File: src/rtl/eth_tpg_pkg.sv
// Shared types and constants for the Ethernet TX test-pattern generator.
package eth_tpg_pkg;

  typedef enum logic [1:0] {
    INCR  = 2'd0,
    FIXED = 2'd1,
    PRBS7 = 2'd2,
    WALK1 = 2'd3
  } tpg_mode_e;

  typedef enum logic [1:0] {
    IDLE = 2'd0,
    SEND = 2'd1,
    GAP  = 2'd2
  } tpg_state_e;

  // Feedback taps of x^7 + x^6 + 1 (bit indices of the 7-bit shift register)
  localparam int PRBS7_TAP_HI = 6;
  localparam int PRBS7_TAP_LO = 5;

  localparam logic [7:0] INCR_FIRST  = 8'h01;
  localparam logic [7:0] WALK1_FIRST = 8'h01;

endpackage

File: src/rtl/eth_tpg_lfsr.sv
// PRBS7 generator (x^7+x^6+1). byte_o holds the next eight serial output
// bits (first bit in bit 0); adv_en moves the register on by those 8 steps.
module eth_tpg_lfsr #(
  parameter logic [6:0] SEED = 7'h7F
) (
  input  logic       clk,
  input  logic       rst,
  input  logic       adv_en,
  output logic [7:0] byte_o
);
  import eth_tpg_pkg::*;

  logic [6:0] state_q, state_d;
  logic [6:0] walk_s;
  logic       fb;

  // Unroll eight serial steps to form the byte and the advanced state
  always_comb begin
    walk_s = state_q;
    fb     = 1'b0;
    byte_o = '0;
    for (int i = 0; i < 8; i++) begin
      fb        = walk_s[PRBS7_TAP_HI] ^ walk_s[PRBS7_TAP_LO];
      byte_o[i] = fb;
      walk_s    = {walk_s[5:0], fb};
    end
    state_d = adv_en ? walk_s : state_q;
  end

  // Register holds its value across packets and runs; only reset reseeds it
  always_ff @(posedge clk) begin
    if (rst) state_q <= SEED;
    else     state_q <= state_d;
  end

endmodule

File: src/rtl/eth_tx_tpg_gen.sv
// Ethernet TX test-pattern generator: runs of N packets of programmable
// length/pattern with valid/ready backpressure and an inter-packet gap.
module eth_tx_tpg_gen #(
  parameter int         DATA_W    = 8,
  parameter int         LEN_W     = 11,
  parameter int         CNT_W     = 8,
  parameter logic [6:0] PRBS_SEED = 7'h7F
) (
  input  logic              Clk,
  input  logic              Rst,
  input  logic              Tpg_Start,
  input  logic              Tpg_Abort,
  input  logic [1:0]        Tpg_Mode,
  input  logic [DATA_W-1:0] Tpg_Fixed,
  input  logic [LEN_W-1:0]  Tpg_Pkt_Len,
  input  logic [CNT_W-1:0]  Tpg_Pkt_Num,
  input  logic [CNT_W-1:0]  Tpg_Ipg,
  output logic [DATA_W-1:0] Eth_Byte,
  output logic              Eth_Byte_Valid,
  input  logic              Eth_Byte_Rdy,
  output logic              Eth_Byte_Last,
  output logic              Eth_Pkt_Rdy,
  output logic              Tpg_Busy,
  output logic [15:0]       Tpg_Pkts_Sent
);
  import eth_tpg_pkg::*;

  localparam logic [1:0] ST_IDLE = IDLE;
  localparam logic [1:0] ST_SEND = SEND;
  localparam logic [1:0] ST_GAP  = GAP;

  logic              sync1_q, sync1_d, sync2_q, sync2_d;
  logic              sync_dly_q, sync_dly_d, start_pulse_q, start_pulse_d;
  logic [1:0]        state_q, state_d;
  tpg_mode_e         mode_q, mode_d;
  logic [DATA_W-1:0] fixed_q, fixed_d;
  logic [LEN_W-1:0]  len_q, len_d, idx_q, idx_d;
  logic [CNT_W-1:0]  num_q, num_d, ipg_q, ipg_d, done_q, done_d, gap_q, gap_d;
  logic [15:0]       sent_q, sent_d;
  logic              pkt_rdy_q, pkt_rdy_d;

  logic              valid, is_last, beat, run_done, lfsr_adv;
  logic [7:0]        prbs_byte, pat8;
  logic [DATA_W-1:0] byte_full;

  // Two-flop synchroniser on the async start level plus a registered rising-edge pulse
  always_comb begin
    sync1_d       = Tpg_Start;
    sync2_d       = sync1_q;
    sync_dly_d    = sync2_q;
    start_pulse_d = sync2_q & ~sync_dly_q;
  end

  assign valid    = (state_q == ST_SEND);
  assign is_last  = valid && (idx_q == len_q - LEN_W'(1));
  assign beat     = valid && Eth_Byte_Rdy && !Tpg_Abort;
  assign run_done = (num_q != '0) && ((done_q + CNT_W'(1)) == num_q);
  assign lfsr_adv = beat && (mode_q == PRBS7);

  // Run control: latch config on start, step byte/packet/gap counters, abort wins
  always_comb begin
    state_d   = state_q;
    mode_d    = mode_q;
    fixed_d   = fixed_q;
    len_d     = len_q;
    num_d     = num_q;
    ipg_d     = ipg_q;
    idx_d     = idx_q;
    done_d    = done_q;
    gap_d     = gap_q;
    sent_d    = sent_q;
    pkt_rdy_d = 1'b0;
    case (state_q)
      ST_IDLE: begin
        if (start_pulse_q && !Tpg_Abort && (Tpg_Pkt_Len != '0)) begin
          mode_d  = tpg_mode_e'(Tpg_Mode);
          fixed_d = Tpg_Fixed;
          len_d   = Tpg_Pkt_Len;
          num_d   = Tpg_Pkt_Num;
          ipg_d   = Tpg_Ipg;
          idx_d   = '0;
          done_d  = '0;
          state_d = ST_SEND;
        end
      end
      ST_SEND: begin
        if (beat) begin
          if (is_last) begin
            pkt_rdy_d = 1'b1;
            sent_d    = sent_q + 16'd1;
            done_d    = done_q + CNT_W'(1);
            idx_d     = '0;
            if (run_done) begin
              state_d = ST_IDLE;
            end else if (ipg_q != '0) begin
              state_d = ST_GAP;
              gap_d   = '0;
            end
          end else begin
            idx_d = idx_q + LEN_W'(1);
          end
        end
      end
      ST_GAP: begin
        if (gap_q == ipg_q - CNT_W'(1)) begin
          state_d = ST_SEND;
          idx_d   = '0;
        end else begin
          gap_d = gap_q + CNT_W'(1);
        end
      end
      default: state_d = ST_IDLE;
    endcase
    if (Tpg_Abort) state_d = ST_IDLE;
  end

  // All state registers with synchronous reset
  always_ff @(posedge Clk) begin
    if (Rst) begin
      sync1_q       <= 1'b0;
      sync2_q       <= 1'b0;
      sync_dly_q    <= 1'b0;
      start_pulse_q <= 1'b0;
      state_q       <= ST_IDLE;
      mode_q        <= INCR;
      fixed_q       <= '0;
      len_q         <= '0;
      num_q         <= '0;
      ipg_q         <= '0;
      idx_q         <= '0;
      done_q        <= '0;
      gap_q         <= '0;
      sent_q        <= '0;
      pkt_rdy_q     <= 1'b0;
    end else begin
      sync1_q       <= sync1_d;
      sync2_q       <= sync2_d;
      sync_dly_q    <= sync_dly_d;
      start_pulse_q <= start_pulse_d;
      state_q       <= state_d;
      mode_q        <= mode_d;
      fixed_q       <= fixed_d;
      len_q         <= len_d;
      num_q         <= num_d;
      ipg_q         <= ipg_d;
      idx_q         <= idx_d;
      done_q        <= done_d;
      gap_q         <= gap_d;
      sent_q        <= sent_d;
      pkt_rdy_q     <= pkt_rdy_d;
    end
  end

  eth_tpg_lfsr #(
    .SEED (PRBS_SEED)
  ) u_lfsr (
    .clk    (Clk),
    .rst    (Rst),
    .adv_en (lfsr_adv),
    .byte_o (prbs_byte)
  );

  // Pattern byte depends only on the byte index and LFSR, so it holds while stalled
  always_comb begin
    pat8 = '0;
    case (mode_q)
      INCR:    pat8 = idx_q[7:0] + INCR_FIRST;
      PRBS7:   pat8 = prbs_byte;
      WALK1:   pat8 = WALK1_FIRST << idx_q[2:0];
      default: pat8 = '0;
    endcase
    if (mode_q == FIXED) byte_full = fixed_q;
    else                 byte_full = {(DATA_W/8){pat8}};
  end

  assign Eth_Byte       = valid ? byte_full : '0;
  assign Eth_Byte_Valid = valid;
  assign Eth_Byte_Last  = is_last;
  assign Eth_Pkt_Rdy    = pkt_rdy_q;
  assign Tpg_Busy       = (state_q != ST_IDLE);
  assign Tpg_Pkts_Sent  = sent_q;

endmodule
File: config.mk
export PLATFORM = sky130hd
export DESIGN_NAME = eth_tx_tpg_gen
export DESIGN_NICKNAME = d
export VERILOG_FILES = /design/src/rtl/eth_tpg_pkg.sv /design/src/rtl/eth_tpg_lfsr.sv /design/src/rtl/eth_tx_tpg_gen.sv
export SDC_FILE = /design/constraint.sdc
export NUM_CORES = 1
export LEC_CHECK = 0
export ABC_CLOCK_PERIOD_IN_PS = 3200
export CAP_MARGIN = 15
export CORE_MARGIN = 2
export CORE_UTILIZATION = 33
export CTS_CLUSTER_SIZE = 28
export DETAILED_ROUTE_END_ITERATION = 10
export GPL_ROUTABILITY_DRIVEN = 0
export PLACE_DENSITY_LB_ADDON = 0.3
export SKIP_LAST_GASP = 1
export SYNTH_ARGS = -nofsm -noshare
export SYNTH_HDL_FRONTEND = slang
export SYNTH_HIERARCHICAL = 1
export SYNTH_SLANG_ARGS = --single-unit
File: constraint.sdc
create_clock -name Clk -period 3.2 [get_ports Clk]
set_input_delay 0.64 -clock Clk [delete_from_list [all_inputs] [get_ports Clk]]
set_output_delay 0.64 -clock Clk [all_outputs]
set_load 0.05 [all_outputs]
==> results.json <==
{
  "outcome": "finished, violations left",
  "violations": "setup timing",
  "fillers": 1610,
  "finalCritPeriodShare_pct": 106.1,
  "cts_tree": "done",
  "critical_path_buf_inv_count": 2,
  "slowest_stage": "or4b_4",
  "slew_violations": 0,
  "rsz0062_at_grt": "true",
  "via_per_inst": 5.289,
  "setup_tns_ns": -1.952,
  "syn_area_mm2": 0.005401,
  "power_leakage_nw": 2.536,
  "drive_gt1_share_pct": 15.40,
  "wl_mm": 14.82,
  "worst_skew_pair.late_latency_ns": 0.35,
  "synth-edff-count": 0,
  "cts_made_buffers": 9,
  "postRouteAntennaNets": 0,
  "arrival_ns": 2.76,
  "grt_usage_pct": 16.71,
  "cts_max_path_buffers": 2,
  "peakVddDrop_v": 0.0002705,
  "worstPathCellList": "inv_2, ha_4, or4b_4, o211ai_1, nand2_1, or4_4, or2_4, nor3_4, buf_12",
  "floorplan.initialDensity_pct": 33.88,
  "drc": 0,
  "cts_sinks": 94,
  "final_net_count": 814,
  "area_growth_pct": 29.91,
  "rows": 46,
  "yosys_most_used_dff": "dfxtp_1",
  "yosysWarnings": 6,
  "final.setup.worst_slack_ns": -0.1956,
  "vias": 5194,
  "dpl_cell_area_mm2": 0.006440,
  "antenna_cells": 0,
  "period_needed_ns": 3.396,
  "io_pins": 70,
  "hold_path.class": "reg2reg",
  "die_width_um": 131.9,
  "firstDrtPassIters": 5,
  "overflow": 0,
  "synth_cell_types": 60,
  "die_y_um": 131.9,
  "start_kind": "flop",
  "path_delay_family": "simple AND/OR/NAND/NOR gates",
  "hpwl_mm": 10.60,
  "cpPeakStageDelay_ns": 0.46,
  "maxCapViolCount": 0,
  "async_flop_share_pct": 0,
  "power_w": 0.002511,
  "fin_util_pct": 44.01,
  "first_global_vias": 4691,
  "fmax_mhz": 294.5,
  "htreeDepth": 3,
  "hold_slack_ns": 0.3874,
  "antenna_found_initial": 0,
  "grt_max_degree": 40,
  "fin_worst_skew_ns": 0.007794,
  "finalHoldViolCount": 0,
  "ys_ff_latch": 94,
  "avgRoutedWirePerCell_um": 15.09,
  "io_buffers": 69,
  "die_area_mm2": 0.01741,
  "core_mm2": 0.01594,
  "worst_pin_slew_ns": 0.6662,
  "grt_pass1_wl_mm": 23.70,
  "cts_root_buf": "clkbuf_16",
  "end_kind": "output pin",
  "crit_type": "reg2out",
  "fin_area_mm2": 0.007017,
  "synthCells": 680,
  "synth-seq-area-share_pct": 34.84,
  "relSlewSlack_pct": 55.12,
  "clk_pin_slew_ns": 0.06,
  "power_density_mw_per_mm2": 357.9,
  "syn_nets": 733,
  "cp_max_fo": 5,
  "post_synth.cell_area_avg_um2": 7.943,
  "first_iter_violations": 213,
  "finalSetupViolations": 16,
  "hold_buffers": 0,
  "required_ns": 2.56
}
==> cells by family (layout without fill, tap and decap cells) <==
family                     count (synthesis)  count (layout)  share of synthesized area [%]
and+or+nand+nor                          288             288                          27.08
adders and majority gates                 11              11                          2.548
xor gates and xnor gates                  45              45                          7.829
buffers and inverters                     72             158                          5.490
muxes                                     12              12                          3.220
AOI/OAI and AO/OA                        158             158                          19.00
DFF                                       94              94                          34.84
==> sequential cells by signal, summed over array words and instances, names as in the netlist <==
| name | flops |
|---|---|
| ipg_q | 8 |
| sync2_q | 1 |
| num_q | 8 |
| idx_q | 11 |
| len_q | 11 |
| Tpg_Pkts_Sent | 16 |
| mode_q | 2 |
| done_q | 8 |
| gap_q | 8 |
| start_pulse_q | 1 |
| sync_dly_q | 1 |
| fixed_q | 8 |
| state_q | 2 |
| Eth_Pkt_Rdy | 1 |
| sync1_q | 1 |
| u_lfsr/state_q | 7 |
==> layout make-up <==
type | instances | area (um^2) | area share, %
Multi-Input combinational cell | 514 | 3368 | 48.00
Sequential cell | 94 | 1891 | 26.94
Timing Repair Buffer | 112 | 1051 | 14.98
Tap cell | 216 | 270.3 | 3.852
Clock buffer | 10 | 239.0 | 3.406
Inverter | 30 | 112.6 | 1.605
Clock inverter | 6 | 85.08 | 1.213
==> metal layers <==
metal,share of wire (%),global-route usage (%),wire length [um],vias to the layer above
li1,-,-,-,2592
met1,48,22.91,7139,2477
met2,46,26.79,6807,107
met3,4.3,3.114,636,18
met4,1.6,4.771,232,0
met5,0,0,0,-
==> what timing repair did <==
action | in CTS | in global routing
endpoints found under the setup margin | 3 | 17
resized for setup | 4 | 32
pin swaps | 3 | 13
setup buffers | 1 | 7
gates cloned | 0 | 2
==> where the power goes <==
group / total (W) / switching (W) / internal, W
Combinational: 0.000162 / 0.0000789 / 0.0000832
Sequential: 0.00119 / 0.00000865 / 0.00118
Clock: 0.00116 / 0.000461 / 0.000703
==> path summary, 6_finish.rpt <==
kind	endpoint	cells after the start	slack (ns)	start
worst max-delay path	Eth_Byte_Last	9	-0.20	len_q[0]
worst min-delay path	start_pulse_q	1	0.39	sync_dly_q
worst max register to register	Tpg_Pkts_Sent[12]	11	-0.19	len_q[0]
worst min register to register	start_pulse_q	1	0.39	sync_dly_q
==> stage by stage <==
stage               worst slack, ns  cells
CTS                         -0.3070    973
finish                      -0.1956    982
global route                -0.3008    982
floorplan                   0.01936    680
global placement            0.03973    956
detailed placement        -0.006600    956
==> synthesized netlist by cell type (8+ instances only) <==
master	number	area, um^2
nand2_1	105	394.1
dfxtp_1	94	1882
a21oi_1	67	335.3
nor2_1	33	123.9
nand3_1	32	160.2
inv_1	30	112.6
clkbuf_1	28	105.1
xor2_1	26	227.7
nor2b_1	19	118.9
or4_1	18	135.1
xnor2_1	17	148.9
nor3_1	15	75.07
o31ai_1	14	105.1
a211oi_1	11	82.58
ha_1	11	137.6
o21ai_0	11	55.05
o211ai_1	10	75.07
a211o_1	9	78.83
and2_1	9	56.30
and3_1	9	56.30
nor4_1	9	56.30
a31oi_1	8	50.05
or3_1	8	50.05
==> cell usage in the layout, fill, tap and decap left out, types with 6 or more instances in the layout <==
master,Yosys,final
a31oi_1,8,8
nor3_1,15,14
a211oi_1,11,11
a211o_1,9,9
nand4_1,6,6
clkdlybuf4s50_1,0,59
and3_1,9,9
nand3_1,32,31
ha_1,11,9
xnor2_1,17,17
a21oi_2,0,7
and2_1,9,9
clkbuf_16,0,11
a21oi_1,67,60
nand2_1,105,105
nor2_1,33,32
dfxtp_1,94,89
xor2_1,26,26
or4_1,18,10
nor4_1,9,9
buf_4,1,47
inv_1,30,28
or3_1,8,8
nor2b_1,19,19
or4_4,1,9
o31ai_1,14,9
o21ai_0,11,11
o211ai_1,10,10
(Power assumes the default switching activity.)
